File: src/rtl/bus_rx_endpoint.sv
// Bus receive endpoint: destination-ID filter, first-word-fall-through receive
// FIFO with a valid/ready consumer port, and saturating drop statistics.
module bus_rx_endpoint #(
  parameter int unsigned pckg_sz   = 16,
  parameter int unsigned deep_fifo = 8,
  parameter logic [7:0]  id        = 8'h00,
  parameter logic [7:0]  bdcst     = 8'hFF,
  parameter int unsigned cnt_w     = 8
) (
  input  logic                           clk,
  input  logic                           reset,
  input  logic                           push,
  input  logic [pckg_sz-1:0]             D_push,
  output logic                           rx_valid,
  output logic [pckg_sz-1:0]             rx_data,
  input  logic                           rx_ready,
  output logic                           full,
  output logic [$clog2(deep_fifo+1)-1:0] count,
  output logic [cnt_w-1:0]               misaddr_cnt,
  output logic [cnt_w-1:0]               ovf_cnt,
  output logic                           ovf
);

  localparam int unsigned PTR_W = (deep_fifo > 1) ? $clog2(deep_fifo) : 1;
  localparam int unsigned OCC_W = $clog2(deep_fifo + 1);

  logic [pckg_sz-1:0] r_mem [deep_fifo];
  logic [PTR_W-1:0]   r_wr_ptr;
  logic [PTR_W-1:0]   r_rd_ptr;
  logic [OCC_W-1:0]   r_count;
  logic               r_full;
  logic               r_valid;
  logic [cnt_w-1:0]   r_misaddr_cnt;
  logic [cnt_w-1:0]   r_ovf_cnt;
  logic               r_ovf;

  logic               w_match;
  logic               w_pop;
  logic               w_wr;
  logic               w_drop;
  logic               w_misaddr;
  logic [OCC_W-1:0]   w_count_nxt;

  // Pointer advance with wrap at deep_fifo-1 (depth need not be a power of two).
  function automatic logic [PTR_W-1:0] ptr_inc(input logic [PTR_W-1:0] p);
    return (p == PTR_W'(deep_fifo - 1)) ? '0 : p + PTR_W'(1);
  endfunction

  // Transfer qualification and next occupancy.
  always_comb begin
    w_match     = 1'b0;
    w_pop       = 1'b0;
    w_wr        = 1'b0;
    w_drop      = 1'b0;
    w_misaddr   = 1'b0;
    w_count_nxt = r_count;

    w_match   = (D_push[pckg_sz-1 -: 8] == id) || (D_push[pckg_sz-1 -: 8] == bdcst);
    w_pop     = r_valid && rx_ready;
    w_wr      = push && w_match && (!r_full || w_pop);
    w_drop    = push && w_match && r_full && !w_pop;
    w_misaddr = push && !w_match;

    if (w_wr && !w_pop) begin
      w_count_nxt = r_count + OCC_W'(1);
    end else if (w_pop && !w_wr) begin
      w_count_nxt = r_count - OCC_W'(1);
    end
  end

  // Packet storage; cleared on reset so the head reads zero while empty.
  always_ff @(posedge clk or posedge reset) begin
    if (reset) begin
      for (int i = 0; i < int'(deep_fifo); i++) begin
        r_mem[i] <= '0;
      end
    end else if (w_wr) begin
      r_mem[r_wr_ptr] <= D_push;
    end
  end

  // Pointers, occupancy and status flags registered from the next occupancy.
  always_ff @(posedge clk or posedge reset) begin
    if (reset) begin
      r_wr_ptr <= '0;
      r_rd_ptr <= '0;
      r_count  <= '0;
      r_full   <= 1'b0;
      r_valid  <= 1'b0;
    end else begin
      if (w_wr) begin
        r_wr_ptr <= ptr_inc(r_wr_ptr);
      end
      if (w_pop) begin
        r_rd_ptr <= ptr_inc(r_rd_ptr);
      end
      r_count <= w_count_nxt;
      r_full  <= (w_count_nxt == OCC_W'(deep_fifo));
      r_valid <= (w_count_nxt != '0);
    end
  end

  // Saturating statistics and sticky overflow flag.
  always_ff @(posedge clk or posedge reset) begin
    if (reset) begin
      r_misaddr_cnt <= '0;
      r_ovf_cnt     <= '0;
      r_ovf         <= 1'b0;
    end else begin
      if (w_misaddr && (r_misaddr_cnt != '1)) begin
        r_misaddr_cnt <= r_misaddr_cnt + cnt_w'(1);
      end
      if (w_drop) begin
        r_ovf <= 1'b1;
        if (r_ovf_cnt != '1) begin
          r_ovf_cnt <= r_ovf_cnt + cnt_w'(1);
        end
      end
    end
  end

  assign rx_valid    = r_valid;
  assign rx_data     = r_mem[r_rd_ptr];
  assign full        = r_full;
  assign count       = r_count;
  assign misaddr_cnt = r_misaddr_cnt;
  assign ovf_cnt     = r_ovf_cnt;
  assign ovf         = r_ovf;

endmodule

File: config.mk
export PLATFORM = sky130hd
export DESIGN_NAME = bus_rx_endpoint
export DESIGN_NICKNAME = d
export VERILOG_FILES = /design/src/rtl/bus_rx_endpoint.sv
export SDC_FILE = /design/constraint.sdc
export NUM_CORES = 1
export LEC_CHECK = 0
export ABC_AREA = 1
export BUFFER_PORTS_ARGS = -buffer_cell sky130_fd_sc_hd__buf_4
export CAP_MARGIN = 10
export CORE_MARGIN = 3
export CORE_UTILIZATION = 45
export CTS_CLUSTER_SIZE = 25
export DETAILED_ROUTE_END_ITERATION = 16
export SYNTH_ARGS = -nofsm -noshare
export SYNTH_HDL_FRONTEND = slang
export SYNTH_SLANG_ARGS = --single-unit
export TNS_END_PERCENT = 20
File: constraint.sdc
create_clock -name clk -period 8.9 [get_ports clk]
set_clock_uncertainty 0.15 [all_clocks]
set_input_delay 1.78 -clock clk [delete_from_list [all_inputs] [get_ports clk]]
set_output_delay 1.78 -clock clk [all_outputs]
set_load 0.005 [all_outputs]
---- After elaboration in Yosys (flattened, before gate mapping) ----
Index checks and enable logic that the tools add are counted.
operators by class
  magnitude comparators ................... 3
  reduce and logical (&&, ||, !) cells .... 19
  mux-type cells .......................... 10
  bitwise operators ....................... 2
  div/mod/pow operators ................... 0
  equal/unequal tests ..................... 6
  shifts and indexed selects .............. 0
  multiply operators ...................... 0
  add/subtract/negate cells ............... 6
operator list
  cell                                                      count
  bitwise mux 128 bit                                       1
  binary-select mux 16 bit (select 3 bit)                   1
  demux 16 bit (select 3 bit)                               1
  two-way mux 16 bit                                        3
  adder 8 x 1 -> 8 bit, second input constant               2
  != test 8 bit, second input constant                      2
  logical AND 1 bit                                         10
  equality test 8 bit, second input constant                1
  greater-or-equal comparator 4 bit, second input constant  2
  zero test 8 bit                                           1
  two-way mux 4 bit                                         2
  NOT 3 -> 4 bit                                            2
  adder 3 x 1 -> 3 bit, second input constant               2
  equality test 3 bit, second input constant                2
  two-way mux 3 bit                                         2
  adder 4 x 1 -> 4 bit, second input constant               1
  equality test 4 bit, second input constant                1
  zero test 1 bit                                           4
  < comparator 4 x 1 -> 1 bit, second input constant        1
  nonzero test 4 bit                                        1
  subtractor 4 x 1 -> 4 bit, second input constant          1
  logical OR 1 bit                                          2
  AND reduction 2 bit                                       1
storage, ports and cells
  latch bits .............................. 0
  memories kept ........................... 0
  logic and storage cells ................. 62
  register bits ........................... 157
  RAM bits ................................ 0
  memory bits (read-only) ................. 0
  output and inout port bits .............. 39

---- Logic depth before layout (Yosys ltp) ----
  depth after elaboration ................. 9
  gate-level depth with buffers ........... 13
  gate-level depth less buffers ........... 12

---- Least setup slack after synthesis ----
Ideal clock, no wire load.
  path kind ............................... flip-flop to output port
  from .................................... register r_rd_ptr[0]
  to ...................................... output port rx_data[4]
  stages on the path, launching flop included .. 6
  buffers on the path ..................... 3
  data arrival time ....................... 1365 ps
  slack ................................... 5605 ps
  cells stage by stage .................... dfrtp_1 -> clkbuf_1 -> clkbuf_1 -> clkbuf_1 -> o211ai_1 -> a31oi_1
between the ends
  cells in the longest elaborated chain, start to end .. 4
RTL lines
  what                                                    line  text
  from (decl)                                             29    logic [PTR_W-1:0] r_rd_ptr;
  from (signal assigned)                                  95    r_rd_ptr <= ptr_inc(r_rd_ptr);
  NOT 3 -> 4 bit (implied by the code)                    123   assign rx_data = r_mem[r_rd_ptr];
  binary-select mux 16 bit (select 3 bit)                 123
  two-way mux 16 bit (implied by the code) (2 in series)  123
  to (decl)                                               15    output logic [pckg_sz-1:0] rx_data,
Every way passes these cells. The select of a mux whose other input is x is not followed.

---- Worst setup path in the final report ----
  from .................................... register r_rd_ptr[2]
  to ...................................... output port rx_data[6]
The elaborated chain is that of the path after synthesis.

==> flow_metrics.tcl <==
set metrics [dict create \
    outcome "finished clean" \
    worstPathMaxFanout 19 \
    yosysUniqueCellTypes 36 \
    clock_power_share 0.349 \
    commonest_non_fill_non_tap_cells_in_the_layout "sky130_fd_sc_hd__nand2_1 (203), sky130_fd_sc_hd__dfrtp_1 (156), sky130_fd_sc_hd__o21ai_0 (137), sky130_fd_sc_hd__inv_1 (78), sky130_fd_sc_hd__buf_4 (63)" \
    crit_arrival_ns 2.47 \
    postCtsResizedCells 0 \
    timing_max_transition_violations_final 0 \
    synth.net_count 879 \
    power_switching_w 0.000784 \
    synth_async_sr_flop_share 1.00 \
    cts_tree "built" \
    groute.usage.overall 0.214 \
    power_density_nw_per_um2 277 \
    synth_enable_flop_cells 0 \
    post_cts_hold_fix_bufs 0 \
    fin_crit_sh 0.494 \
    chipWidth_um 133 \
    num_cts_buffers 17 \
    dp_hpwl_mm 11.7 \
    category_of_the_critical_setup_timing_path "reg2out" \
    via_count_of_the_first_global_routing_pass 5963 \
    globalRouteOverflowTotal 0 \
    maximum_number_of_pins_on_one_net_before_global_route_repair 100 \
    ys_warn_count 0 \
    tightest_slew_ns 0.911 \
    critical_path_required_ns 6.97 \
    power.leakage_nw 4.30 \
    io_pins 59 \
    power.switching_fraction 0.331 \
    via_count 5946 \
    reg2regPathDepth 11 \
    firstDrtPassIters 5 \
    post_syn_instances 851 \
    drcViolationCount 0 \
    p_total_w 0.00237 \
    drt_iter0_drc 418 \
    critPathMaxStageDelay_ns 0.85 \
    post-route-worst-setup-slack_ns 4.50 \
    power_frac_seq 0.349 \
    routed_wl_mm 17.9 \
    synth_flop_cell "sky130_fd_sc_hd__dfrtp_1" \
    cpMaxStageDelayCell "sky130_fd_sc_hd__dfrtp_1" \
    postSynthAreaPerCell_um2 8.59 \
    timing.critical_path.cells "inv_1 -> o21ai_0 -> a21oi_1 -> a31oi_1 -> buf_4" \
    grt_pass1_wl_mm 30.6 \
    gp_routability_congestion 0.822 \
    timing.final.crit_period_ns 4.40 \
    hold_viol 0 \
    max_cap_violations 0 \
    setup.worst_path.end_class "output pin" \
    grt_antenna_before_repair 0 \
    die_area_um2 17800 \
    cp-start-kind "register" \
    cts_buffer_depth 2 \
    maxClockFrequency_mhz 227 \
    clkSlewWorstSetupHoldPaths_ns 0.06 \
    cts_post_setup_buffers_inserted 0 \
    min-delay-path-class "reg2reg" \
    max_slew_margin 0.392 \
    aggregate_negative_setup_slack_ns 0 \
    coreArea_um2 15500 \
    ys_seq_area_frac 0.537 \
    whs_path_cells 2 \
    synthToLayoutAreaGrowth_pct 17.0 \
    clockRootBuffer "sky130_fd_sc_hd__clkbuf_16" \
    dieHeight_um 133 \
    n_antenna_cell 0 \
    power.share.combinational 0.301 \
    timing.final.setup_violations 0 \
    mappedNetlistArea_um2 7310 \
    nFillCells 1469 \
    yosys_register_bits 157 \
    finalNetCount 922 \
    drive_gt1_frac 0.151 \
    irDropWorstVdd_mv 0.169 \
    postRouteAntennaNets 0 \
    pre_cts_ws_ns 4.90 \
    final_common_cell "sky130_fd_sc_hd__nand2_1" \
    port_buffers 58 \
    cts.sinks 157 \
    internal_power_w 0.00159 \
    htreeDepth 4 \
    initial_core_util 0.470 \
    via_per_inst 5.32 \
    row_cnt 45 \
    wire_per_inst_um 16.0 \
    unrepaired_setup_endpoints_after_global_routing "false" \
    clock_insertion_delay_worst_skew_ns 0.43 \
]
==> cell families after synthesis <==
kind of cell | count (synthesis) | synth area share
flops | 157 | 0.537
simple gates | 304 | 0.182
xor+xnor | 15 | 0.0180
buf+inv | 127 | 0.0710
compound gates | 238 | 0.175
mux | 2 | 0.00308
fa+ha+maj | 8 | 0.0137
==> power by group through the flow <==
stage	Combinational (W)	Clock, W	Sequential (W)
after floorplan	0.000431	0	0.000818
after global placement	0.000707	0	0.000836
after detailed placement	0.000719	0	0.000838
after CTS	0.000722	0.000841	0.000826
after global routing	0.000805	0.000879	0.000836
final	0.000714	0.000827	0.000827
==> metal layers <==
metal | GRT usage | share of wire
met4 | 0.0823 | 0.024
met1 | 0.300 | 0.47
met5 | 0 | 0
met2 | 0.332 | 0.47
met3 | 0.0423 | 0.046
==> critical path: cells and delay by family, from the launching register on <==
kind	cells	cell delay [ns]
flip-flops	1	0.85
buffers and inverters	2	0.67
AO/OA/AOI/OAI	3	0.52
==> sequential cells by signal, summed over array words and instances (netlist names) <==
signal       flops
ovf              1
misaddr_cnt      8
full             1
count            4
rx_valid         1
ovf_cnt          8
r_mem          128
r_rd_ptr         3
r_wr_ptr         3
==> path summary, 6_finish.rpt <==
| check | startpoint | endpoint | slack [ns] |
|---|---|---|---|
| min reg2reg | r_mem[58] | r_mem[58] | 0.32 |
| min | r_mem[58] | r_mem[58] | 0.32 |
| min in group asynchronous | reset | r_mem[32] | 1.39 |
| max | r_rd_ptr[2] | rx_data[6] | 4.50 |
| max in group asynchronous | reset | r_rd_ptr[0] | 5.86 |
| max reg2reg | rx_valid | r_mem[125] | 6.46 |
==> cells in the mapped netlist (all sizes together) (3+ instances only) <==
library cell	number	area, µm²
a21oi	40	200
a31oi	16	100
buf	13	91.3
clkbuf	26	97.6
dfrtp	157	3930
ha	8	100
inv	87	327
nand2	208	793
nand3	28	153
nand4	7	50.1
nor2	53	272
o211ai	8	60.1
o21ai	171	897
o22ai	3	18.8
or2	3	18.8
xnor2	5	43.8
xor2	10	87.6
==> layout make-up <==
type / count / area (µm²) / area share
Timing Repair Buffer: 63 / 473 / 0.0553
Clock inverter: 9 / 179 / 0.0209
Clock buffer: 23 / 508 / 0.0594
Inverter: 88 / 335 / 0.0392
Multi-Input combinational cell: 567 / 2860 / 0.335
Tap cell: 211 / 264 / 0.0309
Sequential cell: 157 / 3930 / 0.460
==> through the flow <==
step	hold WS [ns]	cells	util	area, µm²
4_1_cts	0.323	1118	0.550	8550
5_1_grt	0.339	1118	0.550	8550
3_5_place_dp	0.308	1086	0.506	7860
3_3_place_gp	0.302	1086	0.506	7860
2_1_floorplan	0.287	851	-	7310
6_report	0.317	1118	0.550	8550
(Power assumes the default switching activity.)
